[src/rtl/rsa_pkg.sv]
// Shared RSA datapath definitions: Montgomery multiplier state encoding and latency.
package rsa_pkg;

    typedef enum logic [1:0] {
        MMM_IDLE = 2'd0,
        MMM_CALC = 2'd1,
        MMM_CORR = 2'd2,
        MMM_DONE = 2'd3
    } mmm_state_t;

    // Enabled clocks from the accepted start edge to the first cycle of done.
    function automatic int mmm_latency(input int width);
        return width + 1;
    endfunction

endpackage

[src/rtl/mmm_iter.sv]
// Combinational radix-2 Montgomery step: R_next = (R + a_i*B + q*M) >> 1.
module mmm_iter #(
    parameter int WIDTH = 8
) (
    input  logic [WIDTH+1:0] r,
    input  logic             a_bit,
    input  logic [WIDTH-1:0] b,
    input  logic [WIDTH-1:0] m,
    output logic [WIDTH+1:0] r_next
);

    logic [WIDTH+2:0] t_s;
    logic [WIDTH+2:0] sum_s;

    // One extra bit keeps the sum exact even for out-of-contract operands.
    always_comb begin
        if (a_bit) begin
            t_s = {1'b0, r} + {3'b000, b};
        end else begin
            t_s = {1'b0, r};
        end
        if (t_s[0]) begin
            sum_s = t_s + {3'b000, m};
        end else begin
            sum_s = t_s;
        end
    end

    assign r_next = sum_s[WIDTH+2:1];

endmodule

[src/rtl/mmm_serial.sv]
// Bit-serial Montgomery multiplier, P = A*B*2^-WIDTH mod M, one bit of A per enabled clock.
// Optional even-modulus rejection is built when MMM_OPERAND_CHECK_EN is defined.
module mmm_serial
    import rsa_pkg::*;
#(
    parameter int WIDTH = 8
) (
    input  logic             clk,
    input  logic             rst,
    input  logic             ena,
    input  logic             start,
    input  logic [WIDTH-1:0] a,
    input  logic [WIDTH-1:0] b,
    input  logic [WIDTH-1:0] m,
    output logic             busy,
    output logic             done,
    output logic             err,
    output logic [WIDTH-1:0] p
);

    localparam int CNT_W = (WIDTH > 1) ? $clog2(WIDTH) : 1;
    localparam int ITERS = mmm_latency(WIDTH) - 1;
    localparam logic [CNT_W-1:0] CNT_LAST = CNT_W'(ITERS - 1);

    mmm_state_t       state_r;
    mmm_state_t       state_s;
    logic [WIDTH-1:0] a_r;
    logic [WIDTH-1:0] b_r;
    logic [WIDTH-1:0] m_r;
    logic [WIDTH+1:0] acc_r;
    logic [WIDTH+1:0] acc_next_s;
    logic [WIDTH+1:0] diff_s;
    logic [CNT_W-1:0] cnt_r;
    logic [WIDTH-1:0] corr_s;
    logic             load_s;
    logic             busy_r;
    logic             done_r;
    logic [WIDTH-1:0] p_r;
`ifdef MMM_OPERAND_CHECK_EN
    logic             bad_m_s;
    logic             err_r;
`endif

    mmm_iter #(.WIDTH(WIDTH)) u_iter (
        .r      (acc_r),
        .a_bit  (a_r[0]),
        .b      (b_r),
        .m      (m_r),
        .r_next (acc_next_s)
    );

    // Final conditional subtraction: R < 2M, so one subtraction suffices.
    always_comb begin
        diff_s = acc_r - {2'b00, m_r};
        if (acc_r >= {2'b00, m_r}) begin
            corr_s = diff_s[WIDTH-1:0];
        end else begin
            corr_s = acc_r[WIDTH-1:0];
        end
    end

    // Next-state and operand-load decode.
    always_comb begin
        state_s = state_r;
        load_s  = 1'b0;
`ifdef MMM_OPERAND_CHECK_EN
        bad_m_s = 1'b0;
`endif
        case (state_r)
            MMM_IDLE: begin
                if (start) begin
`ifdef MMM_OPERAND_CHECK_EN
                    if (!m[0]) begin
                        state_s = MMM_DONE;
                        bad_m_s = 1'b1;
                    end else begin
                        state_s = MMM_CALC;
                        load_s  = 1'b1;
                    end
`else
                    state_s = MMM_CALC;
                    load_s  = 1'b1;
`endif
                end else begin
                    state_s = MMM_IDLE;
                end
            end
            MMM_CALC: begin
                if (cnt_r == CNT_LAST) begin
                    state_s = MMM_CORR;
                end else begin
                    state_s = MMM_CALC;
                end
            end
            MMM_CORR: state_s = MMM_DONE;
            MMM_DONE: state_s = MMM_IDLE;
            default:  state_s = MMM_IDLE;
        endcase
    end

    // State register.
    always_ff @(posedge clk or posedge rst) begin
        if (rst) begin
            state_r <= MMM_IDLE;
        end else if (ena) begin
            state_r <= state_s;
        end else begin
            state_r <= state_r;
        end
    end

    // Operand registers, accumulator and bit counter.
    always_ff @(posedge clk or posedge rst) begin
        if (rst) begin
            a_r   <= {WIDTH{1'b0}};
            b_r   <= {WIDTH{1'b0}};
            m_r   <= {WIDTH{1'b0}};
            acc_r <= {(WIDTH+2){1'b0}};
            cnt_r <= {CNT_W{1'b0}};
        end else if (ena) begin
            if (load_s) begin
                a_r   <= a;
                b_r   <= b;
                m_r   <= m;
                acc_r <= {(WIDTH+2){1'b0}};
                cnt_r <= {CNT_W{1'b0}};
            end else if (state_r == MMM_CALC) begin
                acc_r <= acc_next_s;
                a_r   <= {1'b0, a_r[WIDTH-1:1]};
                if (cnt_r != CNT_LAST) begin
                    cnt_r <= cnt_r + CNT_W'(1);
                end else begin
                    cnt_r <= cnt_r;
                end
            end else begin
                acc_r <= acc_r;
            end
        end else begin
            acc_r <= acc_r;
        end
    end

    // Registered status and result; p only changes on correction or rejection.
    always_ff @(posedge clk or posedge rst) begin
        if (rst) begin
            busy_r <= 1'b0;
            done_r <= 1'b0;
            p_r    <= {WIDTH{1'b0}};
        end else if (ena) begin
            busy_r <= (state_s == MMM_CALC) || (state_s == MMM_CORR);
            done_r <= (state_s == MMM_DONE);
            if (state_r == MMM_CORR) begin
                p_r <= corr_s;
`ifdef MMM_OPERAND_CHECK_EN
            end else if (bad_m_s) begin
                p_r <= {WIDTH{1'b0}};
`endif
            end else begin
                p_r <= p_r;
            end
        end else begin
            p_r <= p_r;
        end
    end

`ifdef MMM_OPERAND_CHECK_EN
    // Error flag: set on rejected even modulus, cleared by any accepted computation.
    always_ff @(posedge clk or posedge rst) begin
        if (rst) begin
            err_r <= 1'b0;
        end else if (ena) begin
            if (bad_m_s) begin
                err_r <= 1'b1;
            end else if (load_s) begin
                err_r <= 1'b0;
            end else begin
                err_r <= err_r;
            end
        end else begin
            err_r <= err_r;
        end
    end

    assign err = err_r;
`else
    assign err = 1'b0;
`endif

    assign busy = busy_r;
    assign done = done_r;
    assign p    = p_r;

endmodule

[config.mk]
export PLATFORM = sky130hd
export DESIGN_NAME = mmm_serial
export DESIGN_NICKNAME = d
export VERILOG_FILES = /design/src/rtl/rsa_pkg.sv /design/src/rtl/mmm_iter.sv /design/src/rtl/mmm_serial.sv
export SDC_FILE = /design/constraint.sdc
export NUM_CORES = 1
export LEC_CHECK = 0
export BUFFER_PORTS_ARGS = -buffer_cell sky130_fd_sc_hd__buf_2
export CELL_PAD_IN_SITES_DETAIL_PLACEMENT = 0
export CELL_PAD_IN_SITES_GLOBAL_PLACEMENT = 2
export CORE_AREA = 4 4 102 104
export DETAILED_ROUTE_END_ITERATION = 12
export DIE_AREA = 0 0 106 108
export HOLD_SLACK_MARGIN = 0.02
export PLACE_DENSITY_LB_ADDON = 0.1
export SYNTH_ARGS = -nofsm -noshare
export SYNTH_HDL_FRONTEND = slang
export SYNTH_SLANG_ARGS = --single-unit
[constraint.sdc]
create_clock -name clk -period 3.42 [get_ports clk]
set_input_delay 0.513 -clock clk [delete_from_list [all_inputs] [get_ports clk]]
set_output_delay 0.513 -clock clk [all_outputs]
set_load 0.02 [all_outputs]
==> results of run 1 <==
## registers in the layout, summed over array words and instances, names as in the netlist
signal / count
state_r: 2
p: 8
m_r: 8
done: 1
a_r: 8
b_r: 8
busy: 1
cnt_r: 3
acc_r: 10
## per-layer routing
layer | track usage | part of all wire
met2 | 0.262 | 0.48
met1 | 0.202 | 0.48
met4 | 0.0333 | 0.0070
met3 | 0.0203 | 0.036
met5 | 0 | 0
## placed cells by master, fill, tap and decap left out, drive strengths merged, types with 6 or more instances in the layout
cell	instances
clkbuf	6
nand2	22
a21o	7
ha	26
dfrtp	49
buf	46
nor2	30
xnor2	11
mux2i	13
o21ai	26
nor2b	6
nand3	19
inv	24
a21oi	26
mux2	24
## logic make-up (layout without fill, tap and decap cells)
logic type	Yosys count	in the layout	share of synthesized area
AOI/OAI and AO/OA	91	91	0.175
xor gates and xnor gates	13	13	0.0338
and+or+nand+nor	101	101	0.148
adders and majority gates	29	29	0.114
muxes	37	37	0.119
other	1	1	0.00111
DFF	49	49	0.364
buffers and inverters	38	78	0.0446
## area by class of cell
| cell class | count | area (um^2) | share of cell area |
|---|---|---|---|
| Timing Repair Buffer | 46 | 253 | 0.0658 |
| Multi-Input combinational cell | 272 | 2030 | 0.527 |
| Tap cell | 133 | 166 | 0.0433 |
| Sequential cell | 49 | 1230 | 0.319 |
| Inverter | 24 | 90.1 | 0.0234 |
| Clock buffer | 6 | 72.6 | 0.0189 |
| Clock inverter | 2 | 10.0 | 0.00260 |
## Yosys cell counts (2+ instances only)
cell,instances
nand2b_1,3
nand4_1,2
or2_2,2
xnor2_1,11
o31a_1,3
o311ai_0,2
fa_1,3
and3_1,2
nand3_1,19
buf_2,3
a21oi_1,26
nor3_1,5
a21boi_0,2
ha_1,26
or3_4,2
o21ai_0,25
and3b_1,2
mux2_2,24
o21a_1,5
a21o_1,7
clkbuf_1,10
xor2_1,2
dfrtp_1,49
nand2_1,22
a31oi_1,2
inv_1,24
nor2b_1,5
nor2_1,30
a211oi_1,3
mux2i_1,13
## through the flow
| step | total power [mW] | hold WS [ns] | setup WS, ns | instances |
|---|---|---|---|---|
| floorplan | 3.05 | 0.449 | 0.391 | 359 |
| global placement | 3.68 | 0.461 | 0.200 | 523 |
| detailed placement | 3.67 | 0.470 | 0.142 | 523 |
| CTS | 4.06 | 0.374 | 0.140 | 531 |
| global route | 4.50 | 0.410 | 0.0292 | 532 |
| finish | 4.07 | 0.324 | 0.244 | 532 |
## worst max-delay path by stage
stage | slack, ns | end | cells after the start
finish | 0.24 | acc_r[8] | 16
global route | 0.03 | acc_r[8] | 16
CTS | 0.14 | acc_r[8] | 16
detailed placement | 0.14 | acc_r[8] | 16
global placement | 0.20 | acc_r[7] | 15
floorplan | 0.39 | acc_r[6] | 16
## timing repair
action                                  in CTS  in global routing
resized for setup                            0                 12
setup buffers                                0                  1
hold endpoints to repair                     0                  0
endpoints found under the setup margin       0                  5
## where the power goes
| group | total [mW] | switching (mW) | leakage [nW] | internal, mW |
|---|---|---|---|---|
| Combinational | 2.63 | 1.39 | 1.11 | 1.24 |
| Clock | 0.357 | 0.214 | 0.0450 | 0.143 |
| Sequential | 1.08 | 0.252 | 0.614 | 0.829 |
==> metrics.md, run 1 <==
| Metric | Value |
|---|---|
| Share of cells above drive strength 1 | `0.241` |
| Gr usage total | `0.151` |
| Final nets | `455` |
| CP arrival | `3.35 ns` |
| Max Fanout on Critical Path | `3` |
| EDFF count, synth | `0` |
| Setup TNS | `0 ns` |
| Drt total wl | `8.10 mm` |
| Via count | `2630` |
| CP max stage delay | `0.41 ns` |
| First-pass GRT wire length | `13.5 mm` |
| Mapped Cells | `359` |
| CORE AREA | `0.00955 mm^2` |
| Finished Cell Area | `0.00384 mm^2` |
| Cell Area, Synth | `0.00337 mm^2` |
| Clock-pin slew of the registers on the worst-case setup and hold paths | `0.10 ns` |
| CP Launch Type | `register` |
| Drt drc | `0` |
| CP bufs+invs | `1` |
| Worst-skew pair later-pin latency | `0.31 ns` |
| Max_slew headroom | `0.495` |
| PortBufs | `37` |
| Initial DRT Pass Iterations | `4` |
| CTS tree | `yes` |
| Die width | `106 um` |
| Sequential share of the synthesized area | `0.364` |
| Final setup fails | `0` |
| Pin slew with the least headroom to its limit | `0.757 ns` |
| Fill count | `1013` |
| Hpwl dp | `6.29 mm` |
| RSZ-0062 raised after global routing | `no` |
| Total power per unit cell area | `1060 mW/mm^2` |
| Worst-path cell chain | `ha_2 > inv_2 > fa_2 > nor2b_4 > o31a_2 > o21a_1 > or3_1 > nand3_1 > o21ai_0 > ha_1 > and2_4 > nand4_1 > nand3_1 > nand4b_1 > xnor2_1 > o21ai_1` |
| Synth unique cells | `55` |
| Gr ovfl total | `0` |
| Root Buffer Master | `clkbuf_8` |
| Layout Skew | `0.00990 ns` |
| Final slew viol count | `0` |
| Top FF cell, synth | `dfrtp_1` |
| Final period utilization | `0.929` |
| Antenna diode count | `0` |
| Crit path from | `acc_r[0]` |
| Async SR Flop Fraction | `1.00` |
| Num ports | `39` |
| Antenna violations before repair | `0` |
| Final GP Congestion | `0.783` |
| Number of H-tree levels | `2` |
| Worst hold-check path type | `input pin to asynchronous set/reset pin` |
| Net Count, Synth | `416` |
| Area contributors post-synth | `dfrtp_1 36%, ha_1 9.7%, mux2_2 8.0%` |
| Slowest cell on crit path | `dfrtp_1` |
| Synth area leader | `dfrtp_1` |
| Crit. End Element | `register` |
| CTS Sinks | `49` |
| Syn_area_per_cell | `9.38 um^2` |
| Drt initial violations | `80` |
| R2R depth | `16` |
| Post-route antenna net violation count | `0` |
| Critical path type | `register to register` |
| Cell row count | `36` |
| Yosys warning count | `0` |
| Flop and latch count out of synthesis | `49` |
| Initial core utilization | `0.353` |
| Vias in the first global route | `2643` |
| Hold_buf cts | `0` |
| Minimum clock period after layout | `3.18 ns` |
| Maximum vdd ir drop | `297 uV` |
| Placed cell area | `0.00372 mm^2` |
| Share of the synthesized area in the top cell type | `0.364` |
| Crit path top cell by count | `nand3_1` |
| CP delay by family, top | `simple AND/OR/NAND/NOR gates` |
| Reg2reg end | `acc_r[8]` |
| Max-capacitance violation count | `0` |
| Reg2Reg Setup Slack | `0.24 ns` |
| Fmax | `315 MHz` |
| Drt wl/cell | `15.2 um` |
| Routed vias/inst | `4.94` |
| Status | `complete, no violations` |
| Full die area | `0.0114 mm^2` |
| Die Y | `108 um` |
| Final hold vios | `0` |
| WP data required | `3.59 ns` |
| P_leak | `1.77 nW` |
| Largest net degree at the start of global routing | `35` |
| Clock tree buffer depth | `2` |
| Fin util | `0.403` |
| R2r startpoint | `acc_r[0]` |
| Area delta synth->final | `14.2%` |
| Num CTS Buffers | `5` |
Note: power is estimated with default switching activity, not from simulation.
==> run 2: changes to the inputs <==
- REMOVE_ABC_BUFFERS: not set -> 1
==> run 2 against run 1 <==
Register-to-register slack got worse by 0.08 ns. Cell area hardly changed. Clock skew decreased by 0.0048 ns. Utilization about the same. Worst hold slack improved by 0.10 ns. Total power up 0.15%. Clock power is 9.2% higher. First-iteration DRC count up 20%. Largest cell class unchanged. Largest power group unchanged. Highest routed layer unchanged.
==> metrics.md, run 2 (synthesis gave the netlist of run 1 again) <==
| Metric | Value |
|---|---|
| Status | `complete, no violations (unchanged)` |
| Minimum clock period after layout | `3.25 ns (was 3.18 ns)` |
| Final hold vios | `0 (unchanged)` |
| Hpwl dp | `6.23 mm (was 6.29 mm)` |
| Vias in the first global route | `2612 (was 2643)` |
| Post-route antenna net violation count | `0 (unchanged)` |
| Max Fanout on Critical Path | `5 (was 3)` |
| Number of H-tree levels | `2 (unchanged)` |
| Pin slew with the least headroom to its limit | `1.05 ns (was 0.757 ns)` |
| Reg2reg end | `acc_r[7] (was acc_r[8])` |
| Maximum vdd ir drop | `340 uV (was 297 uV)` |
| Root Buffer Master | `clkbuf_8 (unchanged)` |
| Final GP Congestion | `0.789 (was 0.783)` |
| Area of the multi-input gates | `0.00201 mm^2 (was 0.00203 mm^2)` |
| Hold_buf cts | `0 (unchanged)` |
| Final slew viol count | `0 (unchanged)` |
| Via count | `2628 (was 2630)` |
| Area delta synth->final | `14.2% (about the same)` |
| Die width | `106 um (unchanged)` |
| CORE AREA | `0.00955 mm^2 (unchanged)` |
| Drt wl/cell | `15.2 um (about the same)` |
| Gr ovfl total | `0 (unchanged)` |
| Total power | `4.08 mW (was 4.07 mW)` |
| Reg2Reg Setup Slack | `0.17 ns (was 0.24 ns)` |
| P_leak | `1.78 nW (was 1.77 nW)` |
| R2r startpoint | `acc_r[0] (unchanged)` |
| Crit. End Element | `register (unchanged)` |
| Antenna diode count | `0 (unchanged)` |
| Max-capacitance violation count | `0 (unchanged)` |
| Top reg by flops | `acc_r (unchanged)` |
| Final nets | `455 (unchanged)` |
| Drt initial violations | `96 (was 80)` |
| Routed vias/inst | `4.94 (about the same)` |
| Commonest non-fill, non-tap cell in the layout | `dfrtp_1 (unchanged)` |
| Antenna violations before repair | `0 (unchanged)` |
| Drt drc | `0 (unchanged)` |
| Clock-pin slew of the registers on the worst-case setup and hold paths | `0.10 ns (about the same)` |
| Worst-skew pair later-pin latency | `0.31 ns (about the same)` |
| Num CTS Buffers | `5 (unchanged)` |
| Final period utilization | `0.952 (was 0.929)` |
| Gr usage total | `0.147 (was 0.151)` |
| Initial DRT Pass Iterations | `4 (unchanged)` |
| Share of cells above drive strength 1 | `0.231 (was 0.241)` |
| Num ports | `39 (unchanged)` |
| Final setup fails | `0 (unchanged)` |
| Hold_sp | `a[7]` |
| WHS Endpoint | `a_r[7]` |
| Setup TNS | `0 ns (unchanged)` |
| First-pass GRT wire length | `13.1 mm (was 13.5 mm)` |
| FF/Latch Area | `0.00123 mm^2 (unchanged)` |
| CP Launch Type | `register (unchanged)` |
| Fmax | `307 MHz (was 315 MHz)` |
| Clock tree buffer depth | `2 (unchanged)` |
| PortBufs | `37 (unchanged)` |
| Max_slew headroom | `0.298 (was 0.495)` |
| Largest net degree at the start of global routing | `50 (was 35)` |
| R2R depth | `15 (was 16)` |
| Initial core utilization | `0.353 (unchanged)` |
| Worst hold-check path type | `input pin to register (was input pin to asynchronous set/reset pin)` |
| CTS Sinks | `49 (unchanged)` |
| Layout Skew | `0.00513 ns (was 0.00990 ns)` |
| RSZ-0062 raised after global routing | `no (unchanged)` |
| Critical path type | `register to register (unchanged)` |
| Fill count | `975 (was 1013)` |
| Cell row count | `36 (unchanged)` |
| WP data required | `3.59 ns (about the same)` |
| Die Y | `108 um (unchanged)` |
| Most frequent cells in the layout | `49 x dfrtp_1, 37 x buf_2, 30 x nor2_1 (unchanged)` |
| Max reg flops | `10 (unchanged)` |
| Full die area | `0.0114 mm^2 (unchanged)` |
| Total power per unit cell area | `1060 mW/mm^2 (about the same)` |
| Hold Crit Depth | `3` |
| CP arrival | `3.42 ns (was 3.35 ns)` |
| Drt total wl | `8.11 mm (was 8.10 mm)` |
| CTS tree | `yes (unchanged)` |
==> run 2: changes by cell type in the layout (fill, tap and decap cells not counted), moves of 2 or more <==
| cell | change |
|---|---|
| clkbuf_8 | +2 |
| inv_2 | -2 |
| a21oi_2 | -2 |
| a21oi_1 | +2 |
| inv_1 | +2 |
==> run 2: metrics by stage <==
stage / setup WS [ns] / utilization / cell area, um^2 / std cells / hold slack [ns]
after floorplan: 0.371 / - / 3310 / 345 / 0.449
after global placement: 0.185 / 0.390 / 3720 / 523 / 0.462
after detailed placement: 0.0981 / 0.390 / 3720 / 523 / 0.470
after CTS: 0.0791 / 0.401 / 3820 / 531 / 0.410
after global routing: 0.00229 / 0.403 / 3840 / 532 / 0.408
final: 0.166 / 0.403 / 3840 / 532 / 0.425
==> run 2: area by class of cell <==
type                       instances  area share
clock buffer                       7      0.0251
clock inverter                     1     0.00130
tap                              133      0.0433
timing repair buffer              46      0.0657
multi-input combinational        272       0.522
sequential                        49       0.319
inverter                          24      0.0234
==> run 2: worst max-delay path, cell delays in order, from the launching register on <==
cell      delay [ns]
dfrtp_1         0.43
ha_2            0.22
inv_1           0.08
fa_2            0.24
nor2b_4         0.05
o31a_2          0.30
o21a_1          0.19
or3_4           0.33
nand3_1         0.08
o21ai_0         0.09
ha_1            0.33
and2_1          0.17
o21ai_0         0.10
a21boi_1        0.26
xnor2_1         0.16
o21ai_0         0.09
==> run 2: worst max path at each step <==
stage,slack (ns),start,end
after floorplan,0.37,acc_r[0],acc_r[6]
after global placement,0.19,acc_r[0],acc_r[7]
after detailed placement,0.1,acc_r[0],acc_r[7]
after CTS,0.08,acc_r[0],acc_r[7]
after global routing,0.002,acc_r[0],acc_r[8]
final,0.17,acc_r[0],acc_r[7]
==> run 2: power by group <==
group	internal [mW]	total (mW)	switching (mW)
Sequential	0.829	1.07	0.241
Combinational	1.23	2.62	1.39
Clock	0.184	0.390	0.206
==> run 2: repair_timing <==
item / 4_1_cts / 5_1_grt
setup buffers: 0 / 1
resized for setup: 0 / 7
endpoints found under the hold margin: 0 / 0
endpoints found under the setup margin: 0 / 4
==> run 2: metal layers <==
metal,up-vias,GRT usage,wire (um)
met5,-,0,0
met3,2,0.0239,180
met2,35,0.244,3810
li1,1359,-,-
met4,0,0.0389,40
met1,1232,0.200,4080
==> run 3: changes to the inputs <==
- ABC_CLOCK_PERIOD_IN_PS: not set -> 3420
- CORE_AREA: 4 4 102 104 -> 4 4 103 105
- DIE_AREA: 0 0 106 108 -> 0 0 107 109
- SYNTH_HIERARCHICAL: not set -> 1
==> run 3 against run 2 <==
Total power increased by 5.8%. Wire length increased by 2.1%. Register-to-register slack got worse by 0.095 ns. Sequential cell count unchanged. Clock skew increased by 0.0011 ns. Combinational power increased by 11%. Non-clock buffer count increased by 10. Clock-buffer cell count decreased by 2. Critical path depth unchanged.
==> metrics.md, run 3 <==
| Metric | Value |
|---|---|
| Number of H-tree levels | `2 (unchanged)` |
| Routed vias/inst | `5.00 (was 4.94)` |
| Reg2reg end | `acc_r[9] (was acc_r[7])` |
| Placed cell area | `0.00379 mm^2 (was 0.00372 mm^2)` |
| Drt drc | `0 (unchanged)` |
| Initial core utilization | `0.353 (about the same)` |
| Synth unique cells | `52 (was 55)` |
| Critical path type | `register to register (unchanged)` |
| Final setup fails | `0 (unchanged)` |
| Maximum vdd ir drop | `325 uV (was 340 uV)` |
| Top FF cell, synth | `dfrtp_1 (unchanged)` |
| Finished Cell Area | `0.00401 mm^2 (was 0.00384 mm^2)` |
| Final setup margin | `0.0702 ns (was 0.166 ns)` |
| Status | `complete, no violations (unchanged)` |
| Cell Area, Synth | `0.00340 mm^2 (was 0.00337 mm^2)` |
| Full die area | `0.0117 mm^2 (was 0.0114 mm^2)` |
| Max Fanout on Critical Path | `4 (was 5)` |
| Largest net degree at the start of global routing | `32 (was 50)` |
| Drt wl/cell | `15.3 um (was 15.2 um)` |
| Hpwl dp | `6.37 mm (was 6.23 mm)` |
| CORE AREA | `0.00964 mm^2 (was 0.00955 mm^2)` |
| First-pass GRT wire length | `13.7 mm (was 13.1 mm)` |
| FF/Latch Area | `0.00123 mm^2 (unchanged)` |
| Pin slew with the least headroom to its limit | `0.716 ns (was 1.05 ns)` |
| Via count | `2708 (was 2628)` |
| Async SR Flop Fraction | `1.00 (unchanged)` |
| CP arrival | `3.59 ns (was 3.42 ns)` |
| Num CTS Buffers | `5 (unchanged)` |
| Share of cells above drive strength 1 | `0.269 (was 0.231)` |
| DP Worst Slack | `0.0507 ns (was 0.0981 ns)` |
| Die Y | `109 um (was 108 um)` |
| Post-route insts no fill | `542 (was 532)` |
| Clock-pin slew of the registers on the worst-case setup and hold paths | `0.10 ns (about the same)` |
| Area of the multi-input gates | `0.00215 mm^2 (was 0.00201 mm^2)` |
| Setup TNS | `0 ns (unchanged)` |
| RSZ-0062 raised after global routing | `yes (was no)` |
| Initial DRT Pass Iterations | `5 (was 4)` |
| Synth area leader | `dfrtp_1 (unchanged)` |
| Drt total wl | `8.28 mm (was 8.11 mm)` |
| Final hold vios | `0 (unchanged)` |
| R2r startpoint | `acc_r[0] (unchanged)` |
| Most frequent cells in the layout | `54 x nand2_1, 49 x dfrtp_1, 37 x buf_2 (was 49 x dfrtp_1, 37 x buf_2, 30 x nor2_1)` |
| Commonest non-fill, non-tap cell in the layout | `nand2_1 (was dfrtp_1)` |
| Layout Skew | `0.00625 ns (was 0.00513 ns)` |
| Final slew viol count | `0 (unchanged)` |
| Most numerous cell in the Yosys netlist | `nand2_1 (was dfrtp_1)` |
| Yosys warning count | `6 (was 0)` |
| Crit. End Element | `register (unchanged)` |
| Dpl cells | `529 (was 523)` |
| Area delta synth->final | `18.1% (was 14.2%)` |
| Fin util | `0.416 (was 0.403)` |
| Hold_buf cts | `0 (unchanged)` |
| Post-route antenna net violation count | `0 (unchanged)` |
| Worst hold-check path type | `input pin to asynchronous set/reset pin (was input pin to register)` |
| Num ports | `39 (unchanged)` |
| Top reg by flops | `acc_r (unchanged)` |
| Max_slew headroom | `0.521 (was 0.298)` |
| R2R depth | `15 (unchanged)` |
| WP data required | `3.66 ns (was 3.59 ns)` |
| Gr usage total | `0.149 (was 0.147)` |
| CTS Sinks | `49 (unchanged)` |
| Antenna violations before repair | `0 (unchanged)` |
| Sequential share of the synthesized area | `0.361 (was 0.364)` |
| Final period utilization | `0.979 (was 0.952)` |
| Antenna diode count | `0 (unchanged)` |
| Max-capacitance violation count | `0 (unchanged)` |
| Cell row count | `36 (unchanged)` |
| Mapped Cells | `359 (unchanged)` |
| Top cells by count, synth | `54 x nand2_1, 49 x dfrtp_1, 29 x o21ai_0, 28 x ha_1, 20 x nor2_1 (was 49 x dfrtp_1, 30 x nor2_1, 26 x a21oi_1, 26 x ha_1, 25 x o21ai_0)` |
| Share of the synthesized area in the top cell type | `0.361 (was 0.364)` |
| P_leak | `1.82 nW (was 1.78 nW)` |
| CP Launch Type | `register (unchanged)` |
| PortBufs | `37 (unchanged)` |
| Flop and latch count out of synthesis | `49 (unchanged)` |
| Drt initial violations | `81 (was 96)` |
| Final GP Congestion | `0.811 (was 0.789)` |
| Total power per unit cell area | `1080 mW/mm^2 (was 1060 mW/mm^2)` |
| Gr ovfl total | `0 (unchanged)` |
| Minimum clock period after layout | `3.35 ns (was 3.25 ns)` |
| Total power | `4.31 mW (was 4.08 mW)` |
| Fill count | `1020 (was 975)` |
| Syn_area_per_cell | `9.47 um^2 (was 9.38 um^2)` |
| Final nets | `467 (was 455)` |
| Clock tree buffer depth | `2 (unchanged)` |
| EDFF count, synth | `0 (unchanged)` |
| Max reg flops | `10 (unchanged)` |
| CTS tree | `yes (unchanged)` |
| Fmax | `299 MHz (was 307 MHz)` |
| Worst-skew pair later-pin latency | `0.31 ns (about the same)` |
| Hold Slack | `0.292 ns (was 0.425 ns)` |
| Reg2Reg Setup Slack | `0.07 ns (was 0.17 ns)` |
| Area contributors post-synth | `dfrtp_1 36%, ha_1 10%, mux2_2 6.3% (was dfrtp_1 36%, ha_1 9.7%, mux2_2 8.0%)` |
| Vias in the first global route | `2695 (was 2612)` |
| Root Buffer Master | `clkbuf_8 (unchanged)` |
| Die width | `107 um (was 106 um)` |
[run 3: cell count changes after synthesis, moves of 4 or more]
cell      before  now
nor2_1        30   20
nand2_1       22   54
a21oi_1       26   12
mux2_2        24   19
inv_1         24   14
clkbuf_1      10    6
nor3_1         5    1
mux2i_1       13    9
nand3_1       19    5
and2_1         1    6
o21ai_0       25   29
o21ai_1        1   11
o31ai_1        1    5
[run 3: per-layer routing]
metal,GRT usage,vias up,wire (um)
li1,-,1377,-
met1,0.197,1279,3960
met2,0.256,47,3960
met3,0.0278,5,298
met4,0.0301,0,61
met5,0,-,0
[run 3: timing repair]
action                                  4_1_cts  5_1_grt
endpoints found under the setup margin        0        6
resized for setup                             0       20
setup buffers                                 0        5
[run 3: final cells by class]
type / instances / area share
clock buffers: 5 / 0.0171
well taps: 133 / 0.0415
flip-flops and latches: 49 / 0.306
clock inverters: 3 / 0.00561
inverters: 14 / 0.0131
repair buffers: 56 / 0.0817
multi-input cells: 282 / 0.535
[run 3: critical path: stages (launching register included)]
cell       delay [ns]
dfrtp_1          0.45
ha_4             0.19
fa_2             0.39
a21o_4           0.22
a21o_1           0.16
a21oi_2          0.13
xnor2_1          0.08
mux2_4           0.29
ha_4             0.27
o21a_1           0.13
o31ai_2          0.08
a221o_1          0.36
o31ai_1          0.24
o2bb2ai_1        0.14
nand2_1          0.05
o21ai_1          0.08
[run 3: worst max-delay path by stage]
stage / to / depth (start not counted) / from
floorplan: acc_r[9] / 15 / acc_r[0]
global placement: acc_r[9] / 15 / acc_r[0]
detailed placement: acc_r[9] / 15 / acc_r[0]
CTS: acc_r[9] / 15 / acc_r[0]
global route: acc_r[9] / 15 / acc_r[0]
finish: acc_r[9] / 15 / acc_r[0]
[run 3: where the power goes]
group	switching [mW]	internal, mW
Combinational	1.57	1.36
Sequential	0.204	0.817
Clock	0.224	0.146
Total	1.99	2.32
[run 3: cells by family (layout without fill, tap and decap cells)]
kind of cell,count (synthesis),count (layout),share of synthesized area
simple gates,103,103,0.135
other cells,1,1,0.00110
fa+ha+maj,31,31,0.121
flops,49,49,0.361
mux,31,31,0.0994
compound gates,99,99,0.203
xor+xnor,17,17,0.0438
buf+inv,28,78,0.0357
